<file path="src/rtl/softreg_initiator_pkg.sv">
// SoftReg channel payload types shared by the initiator and its responders.
package softreg_initiator_pkg;

   localparam int unsigned SR_ADDR_W = 32;
   localparam int unsigned SR_DATA_W = 64;
   localparam int unsigned SR_OUT_W  = 8;

   typedef struct packed {
      logic                 valid;
      logic                 is_write;
      logic [SR_ADDR_W-1:0] addr;
      logic [SR_DATA_W-1:0] data;
   } softreg_req_t;

   typedef struct packed {
      logic                 valid;
      logic [SR_DATA_W-1:0] data;
   } softreg_resp_t;

endpackage

</file>
<file path="src/rtl/softreg_initiator.sv">
// SoftReg master: turns a command stream into SoftRegReq transactions, returns read data,
// tracks outstanding reads, abandons them on timeout and flags spurious responses.
module softreg_initiator
   import softreg_initiator_pkg::*;
#(
   parameter int unsigned MAX_OUTSTANDING = 4,
   parameter int unsigned TIMEOUT_CYCLES  = 1024
) (
   input  logic                 i_clk,
   input  logic                 i_rst_n,
   input  logic                 i_cmd_valid,
   output logic                 o_cmd_ready_c,
   input  logic                 i_cmd_is_write,
   input  logic [SR_ADDR_W-1:0] i_cmd_addr,
   input  logic [SR_DATA_W-1:0] i_cmd_data,
   output softreg_req_t         o_softreg_req,
   input  logic                 i_softreg_req_grant,
   input  softreg_resp_t        i_softreg_resp,
   output logic                 o_softreg_resp_grant_c,
   output logic                 o_rd_valid,
   output logic [SR_DATA_W-1:0] o_rd_data,
   input  logic                 i_rd_ready,
   output logic [SR_OUT_W-1:0]  o_outstanding,
   output logic                 o_err_timeout,
   output logic                 o_err_spurious,
   input  logic                 i_err_clear
);

   localparam int unsigned      TO_W    = (TIMEOUT_CYCLES > 1) ? $clog2(TIMEOUT_CYCLES) : 1;
   localparam logic             TO_EN   = (TIMEOUT_CYCLES != 0);
   localparam logic [TO_W-1:0]  TO_LAST = TO_W'(TIMEOUT_CYCLES - 1);
   localparam logic [SR_OUT_W-1:0] MAX_OUT = SR_OUT_W'(MAX_OUTSTANDING);

   typedef enum logic {
      ST_IDLE  = 1'b0,
      ST_ISSUE = 1'b1
   } state_t;

   state_t                r_state;
   softreg_req_t          r_req;
   logic [SR_OUT_W-1:0]   r_outstanding;
   logic [TO_W-1:0]       r_to_cnt;
   logic                  r_rd_valid;
   logic [SR_DATA_W-1:0]  r_rd_data;
   logic                  r_err_timeout;
   logic                  r_err_spurious;

   logic w_out_zero;
   logic w_accept;
   logic w_rd_grant;
   logic w_resp_load;
   logic w_resp_spur;
   logic w_timeout;

   // Writes never consume a read slot, so they bypass the outstanding limit.
   assign w_out_zero    = (r_outstanding == '0);
   assign o_cmd_ready_c = (r_state == ST_IDLE) & (i_cmd_is_write | (r_outstanding < MAX_OUT));
   assign w_accept      = i_cmd_valid & o_cmd_ready_c;
   assign w_rd_grant    = (r_state == ST_ISSUE) & i_softreg_req_grant & ~r_req.is_write;

   // A response with nothing pending is always drained so the responder never stalls.
   assign o_softreg_resp_grant_c = i_softreg_resp.valid & (w_out_zero | ~r_rd_valid | i_rd_ready);
   assign w_resp_load = o_softreg_resp_grant_c & ~w_out_zero;
   assign w_resp_spur = o_softreg_resp_grant_c & w_out_zero;
   assign w_timeout   = TO_EN & ~w_out_zero & ~o_softreg_resp_grant_c & (r_to_cnt == TO_LAST);

   // Request FSM: one transaction held stable from accept until the responder grants it.
   always_ff @(posedge i_clk or negedge i_rst_n) begin
      if (!i_rst_n) begin
         r_state <= ST_IDLE;
         r_req   <= '0;
      end else begin
         case (r_state)
            ST_IDLE: begin
               if (w_accept) begin
                  r_state        <= ST_ISSUE;
                  r_req.valid    <= 1'b1;
                  r_req.is_write <= i_cmd_is_write;
                  r_req.addr     <= i_cmd_addr;
                  r_req.data     <= i_cmd_data;
               end
            end
            ST_ISSUE: begin
               if (i_softreg_req_grant) begin
                  r_state     <= ST_IDLE;
                  r_req.valid <= 1'b0;
               end
            end
            default: begin
               r_state     <= ST_IDLE;
               r_req.valid <= 1'b0;
            end
         endcase
      end
   end

   // Outstanding-read count; a grant and an answer in the same cycle cancel out.
   always_ff @(posedge i_clk or negedge i_rst_n) begin
      if (!i_rst_n) begin
         r_outstanding <= '0;
      end else if (w_timeout) begin
         r_outstanding <= '0;
      end else if (w_rd_grant & ~w_resp_load) begin
         r_outstanding <= r_outstanding + SR_OUT_W'(1);
      end else if (~w_rd_grant & w_resp_load) begin
         r_outstanding <= r_outstanding - SR_OUT_W'(1);
      end
   end

   // Idle-response counter: only runs while reads are pending and nothing comes back.
   always_ff @(posedge i_clk or negedge i_rst_n) begin
      if (!i_rst_n) begin
         r_to_cnt <= '0;
      end else if (!TO_EN || w_out_zero || o_softreg_resp_grant_c || w_timeout) begin
         r_to_cnt <= '0;
      end else begin
         r_to_cnt <= r_to_cnt + TO_W'(1);
      end
   end

   // Read data holding register; a new load in the consume cycle keeps rd_valid high.
   always_ff @(posedge i_clk or negedge i_rst_n) begin
      if (!i_rst_n) begin
         r_rd_valid <= 1'b0;
         r_rd_data  <= '0;
      end else if (w_resp_load) begin
         r_rd_valid <= 1'b1;
         r_rd_data  <= i_softreg_resp.data;
      end else if (i_rd_ready) begin
         r_rd_valid <= 1'b0;
      end
   end

   // Sticky error flags; a new event wins over a simultaneous clear.
   always_ff @(posedge i_clk or negedge i_rst_n) begin
      if (!i_rst_n) begin
         r_err_timeout  <= 1'b0;
         r_err_spurious <= 1'b0;
      end else begin
         r_err_timeout  <= w_timeout   | (r_err_timeout  & ~i_err_clear);
         r_err_spurious <= w_resp_spur | (r_err_spurious & ~i_err_clear);
      end
   end

   assign o_softreg_req  = r_req;
   assign o_outstanding  = r_outstanding;
   assign o_rd_valid     = r_rd_valid;
   assign o_rd_data      = r_rd_data;
   assign o_err_timeout  = r_err_timeout;
   assign o_err_spurious = r_err_spurious;

endmodule

</file>
<file path="config.mk">
export PLATFORM = sky130hd
export DESIGN_NAME = softreg_initiator
export DESIGN_NICKNAME = d
export VERILOG_FILES = /design/src/rtl/softreg_initiator_pkg.sv /design/src/rtl/softreg_initiator.sv
export SDC_FILE = /design/constraint.sdc
export NUM_CORES = 1
export LEC_CHECK = 0
export BUFFER_PORTS_ARGS = -buffer_cell sky130_fd_sc_hd__buf_2
export CORE_AREA = 2 2 133 135
export CTS_BUF_LIST = sky130_fd_sc_hd__clkbuf_16
export DETAILED_ROUTE_END_ITERATION = 7
export DIE_AREA = 0 0 135 137
export GPL_TIMING_DRIVEN = 0
export PLACE_DENSITY = 0.75
export SLEW_MARGIN = 10
export SYNTH_ARGS = -nofsm -noshare
export SYNTH_HDL_FRONTEND = slang
export SYNTH_SLANG_ARGS = --single-unit
</file>
<file path="constraint.sdc">
create_clock -name i_clk -period 3.05 [get_ports i_clk]
set_input_delay 0.305 -clock i_clk [delete_from_list [all_inputs] [get_ports i_clk]]
set_output_delay 0.305 -clock i_clk [all_outputs]
set_load 0.005 [all_outputs]
</file>
# After elaboration in Yosys (flattened, before gate mapping)
# Index checks and enable logic that the tools add are counted.
[op_classes] n_addsub=3 magnitude_cmp=1 eq_ne=3 mux=12 n_bitwise=26 reduce_logical=7
[ops] cell="$mux 98" n=1
[ops] cell="$mux 8" n=3
[ops] cell="$and 1x1->1" n=13
[ops] cell="$add 10x1->10 const B" n=1
[ops] cell="$eq 10x10->1 const B" n=1
[ops] cell="$mux 10" n=1
[ops] cell="$add 8x1->8 const B" n=1
[ops] cell="$logic_not 8->1" n=1
[ops] cell="$lt 8x3->1 const B" n=1
[ops] cell="$not 1->1" n=8
[ops] cell="$sub 8x1->8 const B" n=1
[ops] cell="$mux 1" n=5
[ops] cell="$or 1x1->1" n=5
[ops] cell="$ne 2x2->1 const B" n=2
[ops] cell="$pmux 1 s2" n=2
[ops] cell="$reduce_and 2->1" n=2
[ops] cell="$reduce_bool 3->1" n=1
[ops] cell="$logic_or 1x1->1" n=2
[ops] cell="$reduce_bool 2->1" n=1
[word_totals] reg_bits=184 wordCells=63

# Longest topological paths before layout
[logic_depth] word_depth=9 ltp_mapped=12 depth_no_buf=10

# Least setup slack after synthesis
# OpenSTA, ideal clock, no wires.
[synth_path] path_kind="register to register" start="register r_outstanding[1], in the netlist o_outstanding[1]" end="register r_outstanding[5], in the netlist o_outstanding[5]" arrival_time_ps=2719 required_time_ps=2972 setup_slack_ps=254 stages_incl_launch_ff=11 period_less_slack_ps=2796 path_cell_list="dfrtp_1 nor4_2 a211o_1 buf_6 buf_6 nand2_1 ha_1 or4b_2 o21ai_0 o41ai_1 a21oi_1"
[synth_via] elab_chain_len=9
[synth_rtl] item="from (decl)" line="softreg_initiator.sv:41" rtl="logic [SR_OUT_W-1:0] r_outstanding;"
[synth_rtl] item="from (signal assigned)" line="softreg_initiator.sv:104" rtl="r_outstanding <= r_outstanding + SR_OUT_W'(1);"
[synth_rtl] item="from (signal assigned)" line="softreg_initiator.sv:106" rtl="r_outstanding <= r_outstanding - SR_OUT_W'(1);"
[synth_rtl] item="$logic_not 8->1" line="softreg_initiator.sv:56" rtl="assign w_out_zero = (r_outstanding == '0);"
[synth_rtl] item="$or 1x1->1 (2 in a row)" line="softreg_initiator.sv:62" rtl="assign o_softreg_resp_grant_c = i_softreg_resp.valid & (w_out_zero | ~r_rd_valid | i_rd_ready);"
[synth_rtl] item="$and 1x1->1" line="softreg_initiator.sv:62"
[synth_rtl] item="$and 1x1->1" line="softreg_initiator.sv:63" rtl="assign w_resp_load = o_softreg_resp_grant_c & ~w_out_zero;"
[synth_rtl] item="$not 1->1" line="softreg_initiator.sv:103" rtl="end else if (w_rd_grant & ~w_resp_load) begin"
[synth_rtl] item="$and 1x1->1" line="softreg_initiator.sv:103"
[synth_rtl] item="$mux 8" line="softreg_initiator.sv:103"
[synth_rtl] item="$mux 8" line="softreg_initiator.sv:101" rtl="end else if (w_timeout) begin"
# Parallel ways exist; a longest one is shown, timed or not. The select of a mux whose other input is x is not followed.
# A chain may end at the register's enable or synchronous reset.

# Final worst setup path
[layout_path] start="register r_outstanding[0], in the netlist o_outstanding[0]" end="register r_outstanding[5], in the netlist o_outstanding[5]"
# Same word-level chain as after synthesis.

==> results.json <==
{
  "status": "complete, no violations",
  "postRouteAntennaNets": 0,
  "die_w_um": 135,
  "num_io_pins": 343,
  "dieArea_um2": 18500,
  "rrSetupSlack_ns": 0.20,
  "instances_no_fill": 1098,
  "leakagePower_uw": 0.004962,
  "placementRows": 48,
  "grt_pass1_wl_um": 27880,
  "synthArstFlopShare_pct": 100.0,
  "syn_to_final_growth_pct": 37.29,
  "first_global_vias": 5468,
  "p_sw_uw": 2519,
  "dp_worst_setup_slack_ns": -0.1903,
  "p_seq_share_pct": 42.6,
  "min_period_ns": 2.851,
  "grt_max_degree": 103,
  "cap_viol_max_count": 0,
  "drv_slew": 0,
  "fmax_ghz": 0.3508,
  "cp_max_fo": 15,
  "critPathRequiredTime_ns": 3.39,
  "drc": 0,
  "p_int_uw": 5932,
  "final_area_um2": 10150,
  "drive_gt1_share_pct": 65.18,
  "holdWs_ns": 0.08428,
  "peakVddDrop_mv": 0.4036,
  "tightestPinTransition_ns": 0.6210,
  "design.core.area_um2": 17060,
  "clock_latency_ns": 0.42,
  "clock-skew-final_ns": 0.01148,
  "synth-edff-count": 0,
  "post_dp_cell_area_um2": 9427,
  "post_drt_wl_per_cell_um": 16.77,
  "antenna_found_initial": 0,
  "yosys_warnings": 0,
  "htree_levels": 4,
  "crit_type": "register to register",
  "routed_wl_um": 18420,
  "multi_input_area_um2": 2690,
  "dr.pass1.iters": 4,
  "via_per_inst": 4.805,
  "diodes": 0,
  "synth_seq_cells": 184,
  "clockBufferDepth": 2,
  "tns_ns": 0,
  "swShare_pct": 29.81,
  "syn_inst": 494,
  "root_buffer": "clkbuf_16",
  "hold_viol": 0,
  "cts_buffers": 17,
  "start_kind": "register",
  "dp_hpwl_um": 13990,
  "synth_ff_type": "dfrtp_1",
  "clk_pin_slew_ns": 0.07,
  "routabilityCongestion": 0.8207,
  "fin_nets": 1037,
  "setup_ws_ns": 0.1993,
  "regArea_um2": 4609,
  "period_share_pct": 93.47,
  "cp.arrival_ns": 3.19,
  "pwr-share-comb_pct": 30.8,
  "netlist_area_um2": 7396,
  "ys_types": 42,
  "synth_nets": 670,
  "initial_core_util_pct": 43.36,
  "fillCellCount": 1414,
  "setup_viol_count_final": 0,
  "synth_area_per_cell_um2": 14.97,
  "pwr-share-clk_pct": 26.6,
  "ys_seq_area_share_pct": 62.26,
  "cts_tree": "built",
  "die-height_um": 137,
  "dp_cells": 1062,
  "hp-class": "input port to register",
  "drt_iter0_markers": 218,
  "slew-limit-headroom_pct": 58.60,
  "gr-total-overflow": 0,
  "io_buffers": 342,
  "cp-end-kind": "register",
  "cts_sinks": 184,
  "track_usage_pct": 19.69,
  "num_vias": 5276,
  "power.density_nw_per_um2": 832.3
}
## worst max-delay path, cell delays in order (launching register included)
cell     delay [ns]
dfrtp_1        0.46
nor4_4         0.34
a211o_1        0.20
buf_8          0.20
nand2_4        0.14
ha_2           0.37
or4b_2         0.67
o21ai_0        0.12
o41ai_2        0.11
a21oi_1        0.16
## synthesized netlist by cell type, types with 2 or more instances
cell / instances / area share (%)
a211oi_1: 3 / 0.30
nand2b_1: 4 / 0.34
nor2b_1: 4 / 0.34
nor2_1: 25 / 1.3
buf_4: 12 / 1.2
dfrtp_1: 184 / 62
mux2_2: 153 / 23
o41ai_1: 2 / 0.24
and3_1: 2 / 0.17
buf_6: 3 / 0.46
and3b_1: 2 / 0.24
nand3_1: 5 / 0.34
xor2_1: 5 / 0.59
inv_1: 8 / 0.41
mux2_1: 8 / 1.2
o21ai_0: 10 / 0.68
mux2i_1: 2 / 0.27
a21o_1: 3 / 0.30
buf_2: 3 / 0.20
a21oi_1: 9 / 0.61
nand2_1: 18 / 0.91
xnor2_1: 3 / 0.36
ha_1: 7 / 1.2
## repair_timing
| item | in CTS | in global routing |
|---|---|---|
| setup endpoints to repair | 3 | 3 |
| pin swaps | 1 | 4 |
| setup buffers | 1 | 4 |
| gates resized for setup | 5 | 12 |
| hold buffers | 1 | 0 |
| endpoints found under the hold margin | 82 | 0 |
## placed cells by master (no fill, tap or decap), types with 5 or more instances in the layout
master     synthesis  routed
nand2_1           18      17
nor2_1            25      24
xor2_1             5       5
dfrtp_1          184     180
buf_2              3     344
o21ai_0           10       9
inv_1              8       9
mux2_2           153     153
nand3_1            5       5
a21oi_1            9       8
mux2_1             8       8
buf_4             12      17
clkbuf_16          0      17
## worst paths after layout
path | end | startpoint | cells past startpoint
worst max-delay path | o_outstanding[5] | o_outstanding[0] | 9
worst min-delay path | o_err_timeout | i_err_clear | 2
worst max register to register | o_outstanding[5] | o_outstanding[0] | 9
worst min register to register | o_softreg_req[94] | o_softreg_req[94] | 1
max in group asynchronous | o_outstanding[5] | i_rst_n | 3
min in group asynchronous | o_softreg_req[81] | i_rst_n | 2
## layer usage
layer  global-route usage, %  share of wire (%)  up-vias
met4                   8.507                2.3        0
met5                       0                  0        -
met1                   22.29                 39     2594
li1                        -                  -     2467
met2                   34.86                 52      182
met3                   5.593                6.5       33
## metrics by stage
| stage | util, % | power [µW] |
|---|---|---|
| 5_1_grt | 59.53 | 8945 |
| 2_1_floorplan | - | 4885 |
| 6_report | 59.53 | 8451 |
| 3_5_place_dp | 55.27 | 6118 |
| 3_3_place_gp | 55.05 | 6016 |
| 4_1_cts | 59.04 | 8448 |
## cell type report
class / count / area share [%]
flip-flops and latches: 184 / 45.40
multi-input cells: 283 / 26.49
repair buffers: 349 / 17.70
clock buffers: 17 / 4.190
well taps: 225 / 2.773
clock inverters: 14 / 1.713
plain buffers: 18 / 1.442
inverters: 8 / 0.2957
## sequential cells by signal, indices dropped and copies added, names as in the netlist
register and cells:
o_rd_data 64, r_to_cnt 10, o_err_timeout 1, o_rd_valid 1, o_err_spurious 1, o_outstanding 8
r_state 1, o_softreg_req 98
## power by group through the flow
stage / sequential [µW] / clock, µW / combinational (µW)
final: 3600 / 2250 / 2600
after global routing: 3700 / 2400 / 2850
after CTS: 3600 / 2310 / 2540
after detailed placement: 3620 / 0 / 2490
after global placement: 3580 / 0 / 2440
after floorplan: 3670 / 0 / 1210
## cell families after synthesis
logic type,synth area share [%]
buffers and inverters,2.487
XOR/XNOR,1.540
multiplexers,24.78
adder cells (fa/ha/maj),1.455
flip-flops,62.26
AND/OR/NAND/NOR,5.025
AO/OA/AOI/OAI,2.453
No activity file was read; power rests on OpenSTA's default activity.
